File: src/rtl/exit_gate_if.sv
// Exit-side bundle between the spots register, the exit gate and the display path.
// The master drives requests and occupancy; the slave returns release, gate and fee.
interface exit_gate_if #(
    parameter int SPOTS = 4,
    parameter int FEE_W = 8
);
    localparam int SEL_W = (SPOTS > 1) ? $clog2(SPOTS) : 1;

    logic             exit_req;
    logic [SEL_W-1:0] spot_sel;
    logic [SPOTS-1:0] occupied;
    logic [SPOTS-1:0] park_start;
    logic [SPOTS-1:0] spot_release;
    logic             gate_open;
    logic [FEE_W-1:0] fee;
    logic             fee_valid;
    logic             err_empty;
    logic             busy;

    modport master (
        output exit_req, spot_sel, occupied, park_start,
        input  spot_release, gate_open, fee, fee_valid, err_empty, busy
    );

    modport slave (
        input  exit_req, spot_sel, occupied, park_start,
        output spot_release, gate_open, fee, fee_valid, err_empty, busy
    );
endinterface

File: src/rtl/exit_gate.sv
// Departure controller: validates an exit request, releases the spot,
// charges a duration-based fee and holds the barrier open for a fixed time.
module exit_gate #(
    parameter int SPOTS            = 4,
    parameter int TICK_DIV         = 16,
    parameter int GATE_OPEN_CYCLES = 8,
    parameter int BASE_FEE         = 1,
    parameter int RATE             = 1,
    parameter int FEE_W            = 8
) (
    input logic        CLK,
    input logic        RST,
    exit_gate_if.slave gate
);
    localparam int PW = (TICK_DIV > 2) ? $clog2(TICK_DIV) : 1;
    localparam int CW = (GATE_OPEN_CYCLES > 1) ? $clog2(GATE_OPEN_CYCLES) : 1;
    localparam int XW = FEE_W + 34;
    localparam logic [FEE_W-1:0] DMAX = '1;

    typedef enum logic {
        IDLE,
        OPEN
    } state_t;

    state_t           state;
    logic [CW-1:0]    cnt;
    logic [PW-1:0]    pre;
    logic             tick;
    logic [FEE_W-1:0] dur [SPOTS];
    logic [XW-1:0]    fee_full;
    logic [FEE_W-1:0] fee_next;
    logic             sel_hit;
    logic [SPOTS-1:0] sel_onehot;

    assign tick = (pre == PW'(TICK_DIV - 1));

    always_ff @(posedge CLK or negedge RST) begin
        if (!RST) begin
            pre <= '0;
        end else begin
            pre <= tick ? '0 : pre + PW'(1);
        end
    end

    // Clearing on release keeps a stale duration from leaking into the next car.
    always_ff @(posedge CLK or negedge RST) begin
        if (!RST) begin
            for (int i = 0; i < SPOTS; i++) dur[i] <= '0;
        end else begin
            for (int i = 0; i < SPOTS; i++) begin
                if (gate.park_start[i] || gate.spot_release[i]) begin
                    dur[i] <= '0;
                end else if (tick && gate.occupied[i] && dur[i] != DMAX) begin
                    dur[i] <= dur[i] + FEE_W'(1);
                end
            end
        end
    end

    always_comb begin
        fee_full   = XW'(BASE_FEE) + XW'(RATE) * XW'(dur[gate.spot_sel]);
        fee_next   = (fee_full > XW'(DMAX)) ? DMAX : fee_full[FEE_W-1:0];
        sel_hit    = gate.occupied[gate.spot_sel];
        sel_onehot = SPOTS'(1) << gate.spot_sel;
    end

    always_ff @(posedge CLK or negedge RST) begin
        if (!RST) begin
            state             <= IDLE;
            cnt               <= '0;
            gate.spot_release <= '0;
            gate.gate_open    <= 1'b0;
            gate.fee          <= '0;
            gate.fee_valid    <= 1'b0;
            gate.err_empty    <= 1'b0;
            gate.busy         <= 1'b0;
        end else begin
            gate.spot_release <= '0;
            gate.err_empty    <= 1'b0;
            unique case (state)
                IDLE: begin
                    if (gate.exit_req && sel_hit) begin
                        state             <= OPEN;
                        cnt               <= CW'(GATE_OPEN_CYCLES - 1);
                        gate.spot_release <= sel_onehot;
                        gate.fee          <= fee_next;
                        gate.gate_open    <= 1'b1;
                        gate.fee_valid    <= 1'b1;
                        gate.busy         <= 1'b1;
                    end else if (gate.exit_req) begin
                        gate.err_empty <= 1'b1;
                    end
                end
                OPEN: begin
                    if (cnt == '0) begin
                        state          <= IDLE;
                        gate.gate_open <= 1'b0;
                        gate.fee_valid <= 1'b0;
                        gate.busy      <= 1'b0;
                    end else begin
                        cnt <= cnt - CW'(1);
                    end
                end
                default: state <= IDLE;
            endcase
        end
    end
endmodule

File: src/flat_wrapper.sv
// flat-port wrapper written by rule: the top's interface ports become plain ports
module exit_gate_flat 
#(
    parameter int SPOTS            = 4,
    parameter int TICK_DIV         = 16,
    parameter int GATE_OPEN_CYCLES = 8,
    parameter int BASE_FEE         = 1,
    parameter int RATE             = 1,
    parameter int FEE_W            = 8
)
  (CLK, RST, gate_exit_req, gate_spot_sel, gate_occupied, gate_park_start, gate_spot_release, gate_gate_open, gate_fee, gate_fee_valid, gate_err_empty, gate_busy);
  exit_gate_if #(.SPOTS(SPOTS), .FEE_W(FEE_W)) gate_i ();
  input logic CLK;
  input logic RST;
  input wire logic [$bits(gate_i.exit_req)-1:0] gate_exit_req;
  input wire logic [$bits(gate_i.spot_sel)-1:0] gate_spot_sel;
  input wire logic [$bits(gate_i.occupied)-1:0] gate_occupied;
  input wire logic [$bits(gate_i.park_start)-1:0] gate_park_start;
  output wire logic [$bits(gate_i.spot_release)-1:0] gate_spot_release;
  output wire logic [$bits(gate_i.gate_open)-1:0] gate_gate_open;
  output wire logic [$bits(gate_i.fee)-1:0] gate_fee;
  output wire logic [$bits(gate_i.fee_valid)-1:0] gate_fee_valid;
  output wire logic [$bits(gate_i.err_empty)-1:0] gate_err_empty;
  output wire logic [$bits(gate_i.busy)-1:0] gate_busy;
  assign gate_i.exit_req = gate_exit_req;
  assign gate_i.spot_sel = gate_spot_sel;
  assign gate_i.occupied = gate_occupied;
  assign gate_i.park_start = gate_park_start;
  assign gate_spot_release = gate_i.spot_release;
  assign gate_gate_open = gate_i.gate_open;
  assign gate_fee = gate_i.fee;
  assign gate_fee_valid = gate_i.fee_valid;
  assign gate_err_empty = gate_i.err_empty;
  assign gate_busy = gate_i.busy;
  exit_gate #(.SPOTS(SPOTS), .TICK_DIV(TICK_DIV), .GATE_OPEN_CYCLES(GATE_OPEN_CYCLES), .BASE_FEE(BASE_FEE), .RATE(RATE), .FEE_W(FEE_W)) u_core (.CLK(CLK), .RST(RST), .gate(gate_i));
endmodule
File: config.mk
export PLATFORM = sky130hd
export DESIGN_NAME = exit_gate_flat
export DESIGN_NICKNAME = d
export VERILOG_FILES = /design/src/rtl/exit_gate_if.sv /design/src/rtl/exit_gate.sv /design/src/flat_wrapper.sv
export SDC_FILE = /design/constraint.sdc
export NUM_CORES = 1
export LEC_CHECK = 0
export CAP_MARGIN = 20
export CORE_MARGIN = 10
export CORE_UTILIZATION = 30
export DETAILED_ROUTE_END_ITERATION = 16
export PLACE_DENSITY = 0.51
export SETUP_SLACK_MARGIN = 0.3
export SLEW_MARGIN = 20
export SYNTH_ARGS = -nofsm -noshare
export SYNTH_HDL_FRONTEND = slang
export SYNTH_SLANG_ARGS = --single-unit
File: constraint.sdc
create_clock -name CLK -period 2.07 [get_ports CLK]
set_input_delay 0.207 -clock CLK [delete_from_list [all_inputs] [get_ports CLK]]
set_output_delay 0.207 -clock CLK [all_outputs]
set_load 0.05 [all_outputs]
# Yosys cells after proc, flatten, opt, wreduce, memory -nomap -nowiden

Cells that the tools add are included.

$lt $le $gt $ge: 3
$add $sub $neg: 7
Reductions and logical operators: 21
Mux-type cells: 29
Shift operators: 1
Bitwise operators: 2
Equal/unequal tests: 8

Operators by type and width:

| cell                                                                  | count |
|---|---|
| 8-bit 2-to-1 mux                                                      | 11 |
| 42-bit by 8-bit > comparator with 1-bit output, second input constant | 1 |
| 8-bit by 1-bit adder with 8-bit output, second input constant         | 4 |
| 8-bit inequality test, second input constant                          | 4 |
| 8-bit binary-select mux with 2-bit select                             | 1 |
| 4-bit 2-to-1 mux                                                      | 3 |
| 1-bit by 8-bit adder with 9-bit output, first input constant          | 1 |
| 1-bit logical AND                                                     | 9 |
| 1-bit 2-to-1 mux                                                      | 8 |
| 2-bit nonzero test                                                    | 4 |
| 3-bit 2-to-1 mux                                                      | 2 |
| 3-bit case mux with 2 select lines                                    | 1 |
| 2-bit AND reduction                                                   | 3 |
| 4-bit by 1-bit adder with 4-bit output, second input constant         | 1 |
| 4-bit equality test, second input constant                            | 1 |
| 1-bit logical OR                                                      | 4 |
| 2-bit inequality test, second input constant                          | 2 |
| 1-bit case mux with 2 select lines                                    | 2 |
| 1-bit by 2-bit << shifter with 4-bit output, first input constant     | 1 |
| 3-bit >= comparator, second input constant                            | 1 |
| 3-bit logical NOT                                                     | 1 |
| 2-bit by 3-bit < comparator with 1-bit output, second input constant  | 1 |
| 2-bit inverter with 3-bit output                                      | 1 |
| 3-bit by 1-bit subtractor with 3-bit output, second input constant    | 1 |
| other kinds (3)                                                       | 3 |

Output and inout bits: 16
Logic and storage cells: 82
Bits of input ports: 13
Register bits after elaboration: 54

# Logic depth before layout (Yosys ltp)

Gate-level depths: netlist of the first run.

Word-level depth: 7
Gate-level depth with buffers: 7
Gate-level depth less buffers: 7

# Least setup slack after synthesis of the first run

OpenSTA, ideal clock, no wires.

Kind: register to register
Start: register u_core.dur[17] in the netlist's numbering
End: register u_core.gate.fee[7]
Arrival time: 1.605 ns
Cell stages (with the launch flop): 7
Period minus slack after synthesis: 1.732 ns
Setup slack: 0.338 ns
Path buffers: 0
Path through: dfrtp_1 mux4_1 ha_1 nand2_1 o21ai_0 mux2i_1 o21ai_1

Longest elaborated chain between the ends: 6

Ends and longest elaborated chain:

| what                                                     | line               | source |
|---|---|---|
| from (decl)                                              | exit_gate.sv:29    | `logic [FEE_W-1:0] dur [SPOTS];` |
| from (signal, indexed assignment)                        | exit_gate.sv:54    | `dur[i] <= dur[i] + FEE_W'(1);` |
| 8-bit binary-select mux with 2-bit select (*)            | exit_gate.sv:61    | `fee_full = XW'(BASE_FEE) + XW'(RATE) * XW'(dur[gate.spot_sel]);` |
| 8-bit 2-to-1 mux (not written as such) (*) (2 in series) | exit_gate.sv:61    |  |
| 1-bit by 8-bit adder with 9-bit output (*)               | exit_gate.sv:61    |  |
| 42-bit by 8-bit > comparator with 1-bit output           | exit_gate.sv:62    | `fee_next = (fee_full > XW'(DMAX)) ? DMAX : fee_full[FEE_W-1:0];` |
| 8-bit 2-to-1 mux (*)                                     | exit_gate.sv:62    |  |
| to (signal assigned)                                     | exit_gate.sv:86    | `gate.fee <= fee_next;` |
| to (decl)                                                | exit_gate_if.sv:27 | `output spot_release, gate_open, fee, fee_valid, err_empty, busy` |

Mark *: on every way between the ends. The rest lies on a longest branch, timed or not. The select of a mux whose other input is x is not followed.
A chain may end at the register's enable or synchronous reset.

# Worst setup path in the final report of the first run

Start: register u_core.dur[8] in the netlist's numbering
End: register u_core.gate.fee[2]

Same word-level chain as after synthesis.

==> impl_metrics.sql, run 1 <==
INSERT INTO impl_metrics (metric_group, metric, value, unit) VALUES
('logic_synthesis', 'yosys_warnings', '0', ''),
('timing', 'min_period', '1759', 'ps'),
('logic_synthesis', 'synthCells', '264', ''),
('clocking', 'clockBufferDepth', '2', ''),
('logic_synthesis', 'yosys-top-cells-area', 'sky130_fd_sc_hd__dfrtp_1, sky130_fd_sc_hd__xor2_1, sky130_fd_sc_hd__nor2_1', ''),
('die', 'fp.dieArea', '13950', 'sq um'),
('pwr', 'power.sequential.fraction', '46.4', '%'),
('logic_synthesis', 'asyncSetResetFlopFracSynth', '100.0', '%'),
('global_routing', 'grt_first_pass_wirelength', '11140', 'microns'),
('timing', 'hold_slack', '8.218', 'ps'),
('die', 'boundaryPins', '29', ''),
('routing', 'drt-wirelength-per-cell', '14.81', 'microns'),
('routing', 'avgViaCountPerCell', '4.751', ''),
('timing', 'fmax', '568.3', 'MHz'),
('global_routing', 'grt_start_max_net_pins', '55', ''),
('die', 'die-height', '118.1', 'microns'),
('logic_synthesis', 'postSynthNetCount', '286', ''),
('final_layout', 'area_growth_syn_to_layout', '29.75', '%'),
('logic_synthesis', 'yosysTopAreaCellShare', '46.77', '%'),
('routing', 'drt-total-wl', '6725', 'microns'),
('timing', 'grt_setup_unrepaired', 'yes', ''),
('setup_path', 'worst_path_max_delay_cell', 'sky130_fd_sc_hd__mux4_2', ''),
('setup_path', 'crit_path_max_incr_delay', '510', 'ps'),
('clocking', 'clk_root_buffer_cell', 'sky130_fd_sc_hd__clkbuf_8', ''),
('pwr', 'power.share.switching', '35.95', '%'),
('logic_synthesis', 'mappedNetlistArea', '2889', 'sq um'),
('setup_path', 'critPathArrivalTime', '1960', 'ps'),
('setup_path', 'reg2reg_setup_slack', '310', 'ps'),
('clocking', 'tritoncts.num_buffers', '5', ''),
('die', 'core-area', '9328', 'sq um'),
('setup_path', 'critPathRequiredTime', '2270', 'ps'),
('run', 'max_cap_violations', '0', ''),
('hold_path', 'hold_path_class', 'input pin to asynchronous set/reset pin', ''),
('clocking', 'cts_tree', 'done', ''),
('final_layout', 'n_antenna_cell', '0', ''),
('logic_synthesis', 'synth_enable_flop_cells', '0', ''),
('logic_synthesis', 'yosysUniqueCellTypes', '37', ''),
('timing', 'finalSetupTns', '0', 'ps'),
('setup_path', 'crit_buf_inv', '2', ''),
('routing', 'firstDrtPassIters', '4', ''),
('logic_synthesis', 'yosysTopAreaCell', 'sky130_fd_sc_hd__dfrtp_1', ''),
('routing', 'routed-via-count', '2157', ''),
('final_layout', 'nNetsFinal', '346', ''),
('global_routing', 'overflow', '0', ''),
('logic_synthesis', 'synth.most_common_cell', 'sky130_fd_sc_hd__dfrtp_1', ''),
('logic_synthesis', 'ys_seq_elements', '54', ''),
('routing', 'drt-initial-drc-count', '40', ''),
('timing', 'max_slew.worst_pin.slew', '694.2', 'ps'),
('routing', 'drc', '0', ''),
('logic_synthesis', 'ys_seq_area_share', '46.77', '%'),
('setup_path', 'worstReg2RegEnd', 'u_core.gate.fee[2]$_DFFE_PN0P_', ''),
('run_status', 'status', 'finished clean', ''),
('setup_path', 'timing.critical_path.max_delay_family', 'multiplexers', ''),
('pwr', 'share_clk_of_total_power', '22.9', '%'),
('setup_path', 'r2r.worst_path.cells', '6', ''),
('setup_path', 'critical_path_startpoint_category', 'flop', ''),
('timing', 'slew_headroom', '53.72', '%'),
('die', 'floorplan.die.width', '118.1', 'microns'),
('die', 'initial_core_util', '30.97', '%'),
('global_routing', 'all_layer_global_routing_usage', '9.578', '%'),
('pwr', 'peakVddDrop', '0.3989', 'mV'),
('logic_synthesis', 'synthFlopType', 'sky130_fd_sc_hd__dfrtp_1', ''),
('setup_path', 'critPathCaptureType', 'flop', ''),
('pwr', 'power.density_cell_area', '710.9', 'nW/um^2'),
('clocking', 'h-tree-depth', '2', ''),
('logic_synthesis', 'synthesized_area_per_cell', '10.94', 'sq um'),
('global_routing', 'grt_antenna_before_repair', '0', ''),
('clocking', 'clock_sinks', '54', ''),
('clocking', 'clk_latency', '320', 'ps'),
('placed_design', 'routabilityCongestion', '0.8149', ''),
('pwr', 'total_power', '2.665', 'mW');
-- worst register-to-register path: stages (launching register included) --
cell and delay, ps:
sky130_fd_sc_hd__dfrtp_1 430, sky130_fd_sc_hd__buf_6 140, sky130_fd_sc_hd__mux4_2 510, sky130_fd_sc_hd__ha_4 200
sky130_fd_sc_hd__buf_4 140, sky130_fd_sc_hd__xnor2_2 140, sky130_fd_sc_hd__a31oi_1 90
-- worst max-delay path by stage --
| stage | cells after the start | from | slack, ps | endpoint |
|---|---|---|---|---|
| 4_1_cts | 7 | u_core.dur[8]$_DFFE_PN0P_ | 300 | u_core.gate.fee[7]$_DFFE_PN0P_ |
| 6_report | 6 | u_core.dur[8]$_DFFE_PN0P_ | 310 | u_core.gate.fee[2]$_DFFE_PN0P_ |
| 3_3_place_gp | 7 | gate_spot_sel[0] | -210 | u_core.gate.fee[7]$_DFFE_PN0P_ |
| 2_1_floorplan | 6 | u_core.dur[17]$_DFFE_PN0P_ | 340 | u_core.gate.fee[7]$_DFFE_PN0P_ |
| 3_5_place_dp | 7 | gate_spot_sel[0] | -270 | u_core.gate.fee[7]$_DFFE_PN0P_ |
| 5_1_grt | 6 | u_core.dur[8]$_DFFE_PN0P_ | 260 | u_core.gate.fee[2]$_DFFE_PN0P_ |
-- state kept, by name, indices dropped and copies added, names as in the netlist --
signal                    flops
u_core.dur                   32
u_core.gate.gate_open         1
u_core.gate.err_empty         1
u_core.state                  1
u_core.cnt                    3
u_core.gate.fee               8
u_core.gate.spot_release      4
u_core.pre                    4
-- what timing repair did --
action                                  CTS  global route
endpoints found under the setup margin   22            27
buffers inserted                          5            10
pin swaps                                 3            16
gates resized for setup                  10            27
-- logic make-up after synthesis --
logic type,after synthesis,synth area share [%]
AND/OR/NAND/NOR,116,21.14
flip-flops,54,46.77
XOR/XNOR,33,10.00
AO/OA/AOI/OAI,21,5.587
buffers and inverters,17,3.074
multiplexers,14,9.528
adder cells (fa/ha/maj),9,3.898
-- power by group through the flow --
stage,registers (mW),clock network (mW),logic (mW)
after floorplan,1.48,0,0.316
after global placement,1.26,0,0.814
after detailed placement,1.26,0,0.822
after CTS,1.24,0.641,0.828
after global routing,1.25,0.680,0.885
final,1.24,0.610,0.819
-- area by class of cell --
cell class	instances	area, sq um
Timing Repair Buffer	64	571.8
Inverter	6	22.52
Sequential cell	54	1360
Tap cell	129	161.4
Clock inverter	2	17.52
Clock buffer	6	72.57
Fill cell	925	5579
Multi-Input combinational cell	193	1543
-- placed cells by master, fill, tap and decap left out, types with 2 or more instances in the layout --
cell,instances
sky130_fd_sc_hd__o21ai_0,3
sky130_fd_sc_hd__xor2_1,23
sky130_fd_sc_hd__buf_4,32
sky130_fd_sc_hd__a21oi_1,4
sky130_fd_sc_hd__buf_6,3
sky130_fd_sc_hd__nor3_1,4
sky130_fd_sc_hd__and3_1,8
sky130_fd_sc_hd__inv_1,6
sky130_fd_sc_hd__nand4_1,20
sky130_fd_sc_hd__a31oi_1,7
sky130_fd_sc_hd__nand3_4,3
sky130_fd_sc_hd__mux4_1,5
sky130_fd_sc_hd__xnor2_1,8
sky130_fd_sc_hd__and4_1,4
sky130_fd_sc_hd__nand2_1,13
sky130_fd_sc_hd__xnor2_2,2
sky130_fd_sc_hd__clkbuf_8,5
sky130_fd_sc_hd__mux2i_1,5
sky130_fd_sc_hd__a41oi_2,3
sky130_fd_sc_hd__nand3_1,3
sky130_fd_sc_hd__and2_4,2
sky130_fd_sc_hd__ha_2,4
sky130_fd_sc_hd__ha_1,3
sky130_fd_sc_hd__dlymetal6s2s_1,3
sky130_fd_sc_hd__dfrtp_2,7
sky130_fd_sc_hd__mux4_2,4
sky130_fd_sc_hd__nor2_1,42
sky130_fd_sc_hd__and2_1,4
sky130_fd_sc_hd__clkdlybuf4s50_1,23
sky130_fd_sc_hd__dfrtp_1,47
sky130_fd_sc_hd__or2_2,5
sky130_fd_sc_hd__ha_4,2
-- metrics by stage --
stage | utilization [%] | worst slack (ps) | area, sq um
5_1_grt | 40.19 | 255.8 | 3749
3_5_place_dp | 36.77 | -269.7 | 3430
6_report | 40.19 | 310.5 | 3749
4_1_cts | 38.44 | 299.7 | 3586
3_3_place_gp | 36.77 | -207.9 | 3430
2_1_floorplan | - | 338.4 | 2889
-- routing by layer --
layer / vias to the layer above / routed length [microns] / track usage (%)
met4: 0 / 81 / 3.014
met2: 30 / 3121 / 14.95
met5: - / 0 / 0
li1: 1058 / - / -
met3: 8 / 227 / 2.142
met1: 1061 / 3295 / 12.85
Note: power is estimated with default switching activity, not from simulation.
==> inputs of run 2 (changes only) <==
Settings changed: PLACE_DENSITY 0.51 to 0.53.
Clock period 2.07 ns to 1.5 ns, I/O delays scaled along.
==> impl_metrics.sql, run 2 (synthesis results as in run 1) <==
INSERT INTO impl_metrics (metric_group, metric, value, unit) VALUES
('run_status', 'status', 'finished, violations left', ''),
('run_status', 'failed_checks', 'negative setup slack', ''),
('final_layout', 'seqCellArea', '1351', 'sq um'),
('die', 'initial_core_util', '30.97', '%'),
('die', 'fp.dieArea', '13950', 'sq um'),
('global_routing', 'grt_first_pass_wirelength', '12540', 'microns'),
('setup_path', 'critPathRequiredTime', '1710', 'ps'),
('final_layout', 'registers.top_by_ff_count', 'u_core.dur', ''),
('final_layout', 'layout_cell_area_excl_fill', '4337', 'sq um'),
('timing', 'setup-violations-final', '29', ''),
('clocking', 'cts_tree', 'done', ''),
('clocking', 'clk_root_buffer_cell', 'sky130_fd_sc_hd__clkbuf_8', ''),
('pwr', 'power.density_cell_area', '960.5', 'nW/um^2'),
('final_layout', 'multiInputGateArea', '1717', 'sq um'),
('timing', 'hold_slack', '267.7', 'ps'),
('final_layout', 'final_layout_size_suffix_gt1_share', '45.07', '%'),
('setup_path', 'timing_worst_setup_path_type', 'flop to flop', ''),
('setup_path', 'reg2reg_setup_slack', '-160', 'ps'),
('timing', 'fmax', '601.4', 'MHz'),
('die', 'boundaryPins', '29', ''),
('timing', 'slew_headroom', '80.24', '%'),
('setup_path', 'crit_buf_inv', '0', ''),
('clocking', 'h-tree-depth', '2', ''),
('routing', 'ant_nets', '0', ''),
('setup_path', 'timing.critical_path.max_delay_family', 'multiplexers', ''),
('global_routing', 'all_layer_global_routing_usage', '10.84', '%'),
('setup_path', 'critical_path_startpoint_category', 'flop', ''),
('placed_design', 'dpl.hpwl', '5310', 'microns'),
('final_layout', 'mostFrequentLayoutCells', 'sky130_fd_sc_hd__buf_4, sky130_fd_sc_hd__dfrtp_1, sky130_fd_sc_hd__nor2_1, sky130_fd_sc_hd__xor2_1, sky130_fd_sc_hd__nand4_1', ''),
('pwr', 'p_sw', '1.519', 'mW'),
('final_layout', 'reg_top3', 'u_core.dur: 32 flops, u_core.gate.fee: 8 flops', ''),
('clocking', 'tritoncts.num_buffers', '5', ''),
('run', 'max_cap_violations', '0', ''),
('global_routing', 'overflow', '0', ''),
('timing', 'finalClockSkew', '5.829', 'ps'),
('pwr', 'internal_power', '2.646', 'mW'),
('routing', 'routed-via-count', '2333', ''),
('setup_path', 'critical_path.max_fanout', '3', ''),
('timing', 'finalWorstSetupSlack', '-162.7', 'ps'),
('clocking', 'clockBufferDepth', '2', ''),
('final_layout', 'area_growth_syn_to_layout', '50.11', '%'),
('clocking', 'clk_latency', '310', 'ps'),
('routing', 'firstDrtPassIters', '4', ''),
('die', 'floorplan.die.width', '118.1', 'microns'),
('final_layout', 'n_antenna_cell', '0', ''),
('pwr', 'share_clk_of_total_power', '20.8', '%'),
('pwr', 'power.sequential.fraction', '41.5', '%'),
('timing', 'hold_viol_final', '0', ''),
('pwr', 'power.leakage', '1.945', 'nW'),
('die', 'core-area', '9328', 'sq um'),
('routing', 'drt-total-wl', '7601', 'microns'),
('final_layout', 'largest_register_ffs', '32', ''),
('placed_design', 'placement.io_buffers', '28', ''),
('setup_path', 'critPathArrivalTime', '1870', 'ps'),
('routing', 'avgViaCountPerCell', '4.629', ''),
('final_layout', 'fillCellCount', '907', ''),
('timing', 'final_max_slew_viol_count', '0', ''),
('routing', 'drt-wirelength-per-cell', '15.08', 'microns'),
('pwr', 'peakVddDrop', '0.5412', 'mV'),
('final_layout', 'nNetsFinal', '396', ''),
('global_routing', 'grt_pass1_vias', '2483', ''),
('timing', 'max_slew.worst_pin.slew', '296.4', 'ps'),
('final_layout', 'final_common_cell', 'sky130_fd_sc_hd__buf_4', ''),
('setup_path', 'crit_path_max_incr_delay', '540', 'ps'),
('placed_design', 'placed_cell_area', '3765', 'sq um'),
('hold_path', 'hold_path_class', 'input pin to flop', ''),
('setup_path', 'path_cells', 'mux4_2 > ha_4 > nand2_4 > o21ai_2 > mux2i_1 > o21ai_1', ''),
('die', 'core.rowCount', '35', ''),
('timing', 'min_period', '1663', 'ps'),
('timing', 'final.period_utilization', '110.8', '%'),
('pwr', 'power.share.switching', '36.47', '%'),
('placed_design', 'routabilityCongestion', '0.8063', ''),
('pwr', 'combPwrFrac', '37.7', '%'),
('routing', 'drc', '0', ''),
('setup_path', 'critPathCaptureType', 'flop', ''),
('global_routing', 'grt_antenna_before_repair', '0', ''),
('clocking', 'clock_sinks', '54', ''),
('clocking', 'clkSlewWorstSetupHoldPaths', '100', 'ps'),
('routing', 'drt-initial-drc-count', '147', ''),
('die', 'die-height', '118.1', 'microns'),
('timing', 'grt_setup_unrepaired', 'yes', ''),
('global_routing', 'grt_start_max_net_pins', '55', ''),
('setup_path', 'worst_path_max_delay_cell', 'sky130_fd_sc_hd__mux4_2', '');
[run 2: cell types whose count changed in the layout (fill, tap and decap cells not counted), moves of 5 or more]
cell / change
sky130_fd_sc_hd__buf_4: +47
sky130_fd_sc_hd__clkdlybuf4s50_1: -18
sky130_fd_sc_hd__buf_6: +15
sky130_fd_sc_hd__dfrtp_1: +7
sky130_fd_sc_hd__dfrtp_2: -7
sky130_fd_sc_hd__nand2_1: -5
[run 2: path summary, 6_finish.rpt]
path | start | to | cells past startpoint
hold / removal | gate_occupied[3] | u_core.gate.spot_release[3]$_DFF_PN0_ | 3
hold reg to reg | u_core.gate.fee[6]$_DFFE_PN0P_ | u_core.gate.fee[6]$_DFFE_PN0P_ | 2
max in group asynchronous | RST | u_core.dur[5]$_DFFE_PN0P_ | 3
setup / recovery | u_core.dur[24]$_DFFE_PN0P_ | u_core.gate.fee[7]$_DFFE_PN0P_ | 6
min in group asynchronous | RST | u_core.cnt[1]$_DFFE_PN0P_ | 3
setup reg to reg | u_core.dur[24]$_DFFE_PN0P_ | u_core.gate.fee[7]$_DFFE_PN0P_ | 6
[run 2: worst min-delay path, delay by kind of cell]
kind / cells / cell delay (ps)
and+or+nand+nor: 2 / 160
buffers and inverters: 1 / 240
[run 2: final cells by class]
class | instances | area share, %
Clock buffer | 6 | 1.904
Clock inverter | 2 | 0.2885
Inverter | 6 | 0.5193
Multi-Input combinational cell | 193 | 39.58
Sequential cell | 54 | 31.16
Tap cell | 129 | 3.722
Timing Repair Buffer | 114 | 22.82
[run 2: power groups by stage]
| stage | Sequential (mW) | Clock (mW) | Combinational [mW] |
|---|---|---|---|
| 3_3_place_gp | 1.73 | 0 | 1.12 |
| 3_5_place_dp | 1.74 | 0 | 1.12 |
| 2_1_floorplan | 2.05 | 0 | 0.454 |
| 5_1_grt | 1.76 | 0.964 | 1.68 |
| 6_report | 1.73 | 0.866 | 1.57 |
| 4_1_cts | 1.71 | 0.909 | 1.31 |
[run 2: what timing repair did]
item                                   in CTS  in global routing
resized for setup                          47                 30
setup buffers                              16                  6
endpoints found under the hold margin      54                  0
cloned                                      2                  0
setup endpoints to repair                  48                 48
hold buffers                                1                  0
pin swaps                                  43                 38
[run 2: routing by layer]
layer / GRT usage [%] / vias up / part of all wire (%) / wire length [microns]
met5: 0 / - / 0 / 0
met4: 3.400 / 0 / 1.4 / 103
met3: 2.713 / 12 / 4.0 / 302
met2: 17.25 / 50 / 47 / 3586
met1: 14.11 / 1118 / 47 / 3608
li1: - / 1153 / - / -
[run 2: metrics by stage]
step / setup WS, ps / total power, mW / setup TNS [ps] / util, % / std cells
4_1_cts: -137.7 / 3.934 / -2138 / 44.74 / 498
6_report: -162.7 / 4.165 / -1877 / 46.49 / 504
3_3_place_gp: -581.5 / 2.852 / -12520 / 40.36 / 471
3_5_place_dp: -595.9 / 2.861 / -13070 / 40.36 / 471
2_1_floorplan: -91.32 / 2.501 / -1084 / - / 264
5_1_grt: -221.9 / 4.396 / -4981 / 46.49 / 504
==> inputs of run 3 (changes only) <==
Settings changed: CORE_UTILIZATION 30 to 51, PLACE_DENSITY 0.53 to 0.8, RECOVER_POWER from default to 100.
==> impl_metrics.sql, run 3 (synthesis results as in run 1) <==
INSERT INTO impl_metrics (metric_group, metric, value, unit) VALUES
('run_status', 'status', 'finished, violations left', ''),
('run_status', 'failed_checks', 'negative setup slack', ''),
('routing', 'drt-initial-drc-count', '160', ''),
('clocking', 'h-tree-depth', '2', ''),
('final_layout', 'seqCellArea', '1355', 'sq um'),
('routing', 'drc', '0', ''),
('timing', 'max_slew.worst_pin.slew', '900.2', 'ps'),
('clocking', 'clk_latency', '320', 'ps'),
('die', 'die-height', '95.27', 'microns'),
('routing', 'routed-via-count', '2509', ''),
('timing', 'setup-violations-final', '38', ''),
('routing', 'top_layer', 'met4', ''),
('clocking', 'clkSlewWorstSetupHoldPaths', '110', 'ps'),
('clocking', 'clk_root_buffer_cell', 'sky130_fd_sc_hd__clkbuf_8', ''),
('pwr', 'power.leakage', '1.839', 'nW'),
('setup_path', 'critPathArrivalTime', '1910', 'ps'),
('die', 'initial_core_util', '52.47', '%'),
('final_layout', 'area_growth_syn_to_layout', '39.28', '%'),
('final_layout', 'final_layout_size_suffix_gt1_share', '38.52', '%'),
('final_layout', 'registers.top_by_ff_count', 'u_core.dur', ''),
('placed_design', 'placement.io_buffers', '28', ''),
('final_layout', 'reg_top3', 'u_core.dur: 32 flops, u_core.gate.fee: 8 flops', ''),
('pwr', 'p_sw', '1.444', 'mW'),
('routing', 'detailroute.wirelength.met2', '4086', 'microns'),
('timing', 'finalClockSkew', '12.48', 'ps'),
('clocking', 'cts_tree', 'done', ''),
('pwr', 'internal_power', '2.786', 'mW'),
('die', 'core-area', '5507', 'sq um'),
('final_layout', 'final_common_cell', 'sky130_fd_sc_hd__buf_4', ''),
('global_routing', 'overflow', '0', ''),
('clocking', 'clockBufferDepth', '2', ''),
('global_routing', 'grt_first_pass_wirelength', '13000', 'microns'),
('setup_path', 'r2r.worst_path.cells', '6', ''),
('pwr', 'peakVddDrop', '0.8422', 'mV'),
('routing', 'wirelength_met1', '3302', 'microns'),
('routing', 'met3_routed_wl', '530', 'microns'),
('clocking', 'clock_sinks', '54', ''),
('pwr', 'power.sequential.fraction', '40.4', '%'),
('timing', 'final_max_slew_viol_count', '0', ''),
('global_routing', 'all_layer_global_routing_usage', '18.47', '%'),
('final_layout', 'multiInputGateArea', '1590', 'sq um'),
('pwr', 'power.share.switching', '34.14', '%'),
('clocking', 'tritoncts.num_buffers', '5', ''),
('final_layout', 'layoutNonFillerInstCount', '438', ''),
('setup_path', 'critPathRequiredTime', '1690', 'ps'),
('routing', 'ant_nets', '0', ''),
('pwr', 'share_clk_of_total_power', '28.5', '%'),
('final_layout', 'n_antenna_cell', '0', ''),
('setup_path', 'timing_worst_setup_path_type', 'flop to flop', ''),
('die', 'core.rowCount', '27', ''),
('routing', 'firstDrtPassIters', '4', ''),
('timing', 'grt_setup_unrepaired', 'yes', ''),
('setup_path', 'critical_path_startpoint_category', 'flop', ''),
('pwr', 'power.density_cell_area', '1051', 'nW/um^2'),
('run', 'max_cap_violations', '0', ''),
('final_layout', 'layout_cell_area_excl_fill', '4024', 'sq um'),
('die', 'floorplan.die.width', '95.27', 'microns'),
('pwr', 'combPwrFrac', '31.0', '%'),
('timing', 'slew_headroom', '39.99', '%'),
('global_routing', 'grt_antenna_before_repair', '0', ''),
('timing', 'min_period', '1722', 'ps'),
('final_layout', 'mostFrequentLayoutCells', 'sky130_fd_sc_hd__buf_4, sky130_fd_sc_hd__dfrtp_1, sky130_fd_sc_hd__nor2_1, sky130_fd_sc_hd__xor2_1, sky130_fd_sc_hd__nand4_1', ''),
('routing', 'avgViaCountPerCell', '5.728', ''),
('setup_path', 'critical_path.max_fanout', '6', ''),
('timing', 'fmax', '580.7', 'MHz'),
('final_layout', 'fillCellCount', '368', ''),
('die', 'fp.dieArea', '9075', 'sq um'),
('placed_design', 'routabilityCongestion', '0.8783', ''),
('setup_path', 'critPathCaptureType', 'flop', ''),
('routing', 'drt-total-wl', '8218', 'microns'),
('final_layout', 'nNetsFinal', '387', ''),
('routing', 'drt-wirelength-per-cell', '18.76', 'microns'),
('hold_path', 'hold_path_class', 'input pin to flop', ''),
('global_routing', 'grt_start_max_net_pins', '19', ''),
('timing', 'hold_viol_final', '0', ''),
('placed_design', 'place_worst_setup_slack', '-592.2', 'ps'),
('placed_design', 'dpl.hpwl', '5397', 'microns'),
('timing', 'final.period_utilization', '114.8', '%'),
('global_routing', 'grt_pass1_vias', '2638', ''),
('final_layout', 'largest_register_ffs', '32', ''),
('placed_design', 'placed_cells_incl_taps', '411', ''),
('placed_design', 'placed_cell_area', '3684', 'sq um'),
('hold_path', 'min_delay_path_depth', '3', ''),
('timing', 'finalWorstSetupSlack', '-222.2', 'ps'),
('die', 'boundaryPins', '29', '');
==> run 3: layer usage <==
| layer | vias up | track usage, % |
|---|---|---|
| met4 | 0 | 7.232 |
| met1 | 1259 | 21.00 |
| met2 | 88 | 32.27 |
| met5 | - | 0 |
| met3 | 25 | 4.949 |
| li1 | 1137 | - |
==> run 3: worst max-delay path, stage by stage, from the launching register on <==
cell,delay [ps]
sky130_fd_sc_hd__dfrtp_2,470
sky130_fd_sc_hd__mux4_2,570
sky130_fd_sc_hd__ha_4,220
sky130_fd_sc_hd__nand2_4,70
sky130_fd_sc_hd__nor2_2,50
sky130_fd_sc_hd__nand3_2,120
sky130_fd_sc_hd__a31oi_2,100
==> run 3: path summary, 6_finish.rpt <==
kind | from | end | slack, ps
setup / recovery | u_core.dur[0]$_DFFE_PN0P_ | u_core.gate.fee[2]$_DFFE_PN0P_ | -220
hold / removal | gate_occupied[3] | u_core.gate.spot_release[3]$_DFF_PN0_ | 310
setup reg to reg | u_core.dur[0]$_DFFE_PN0P_ | u_core.gate.fee[2]$_DFFE_PN0P_ | -220
hold reg to reg | u_core.gate.fee[6]$_DFFE_PN0P_ | u_core.gate.fee[6]$_DFFE_PN0P_ | 490
max in group asynchronous | RST | u_core.dur[16]$_DFFE_PN0P_ | 130
min in group asynchronous | RST | u_core.gate.gate_open$_DFFE_PN0P_ | 470
==> run 3: layout make-up <==
class | count | area share, %
tap | 72 | 2.239
multi-input combinational | 193 | 39.52
sequential | 54 | 33.68
inverter | 6 | 0.5597
clock buffer | 6 | 2.052
clock inverter | 2 | 1.493
timing repair buffer | 105 | 20.46
==> run 3: power groups by stage <==
stage / Sequential [mW] / Combinational [mW] / Clock, mW
detailed placement: 1.74 / 1.15 / 0
finish: 1.71 / 1.31 / 1.21
global route: 1.73 / 1.41 / 1.27
floorplan: 2.05 / 0.454 / 0
CTS: 1.71 / 1.31 / 1.21
global placement: 1.73 / 1.11 / 0
==> run 3: repair_timing <==
item | CTS | global route
buffers inserted | 11 | 5
endpoints found under the setup margin | 49 | 44
resized for setup | 40 | 14
hold buffers | 1 | 0
cloned | 2 | 0
endpoints found under the hold margin | 15 | 0
pin swaps | 36 | 20
==> run 3: metrics by stage <==
stage	total power [mW]	utilization (%)	hold slack, ps	TNS [ps]
finish	4.230	73.07	313.3	-4375
global route	4.410	73.07	335.0	-8904
global placement	2.838	66.89	117.4	-13280
floorplan	2.501	-	-145.6	-1084
CTS	4.227	73.69	241.4	-2829
detailed placement	2.887	66.89	117.4	-14020
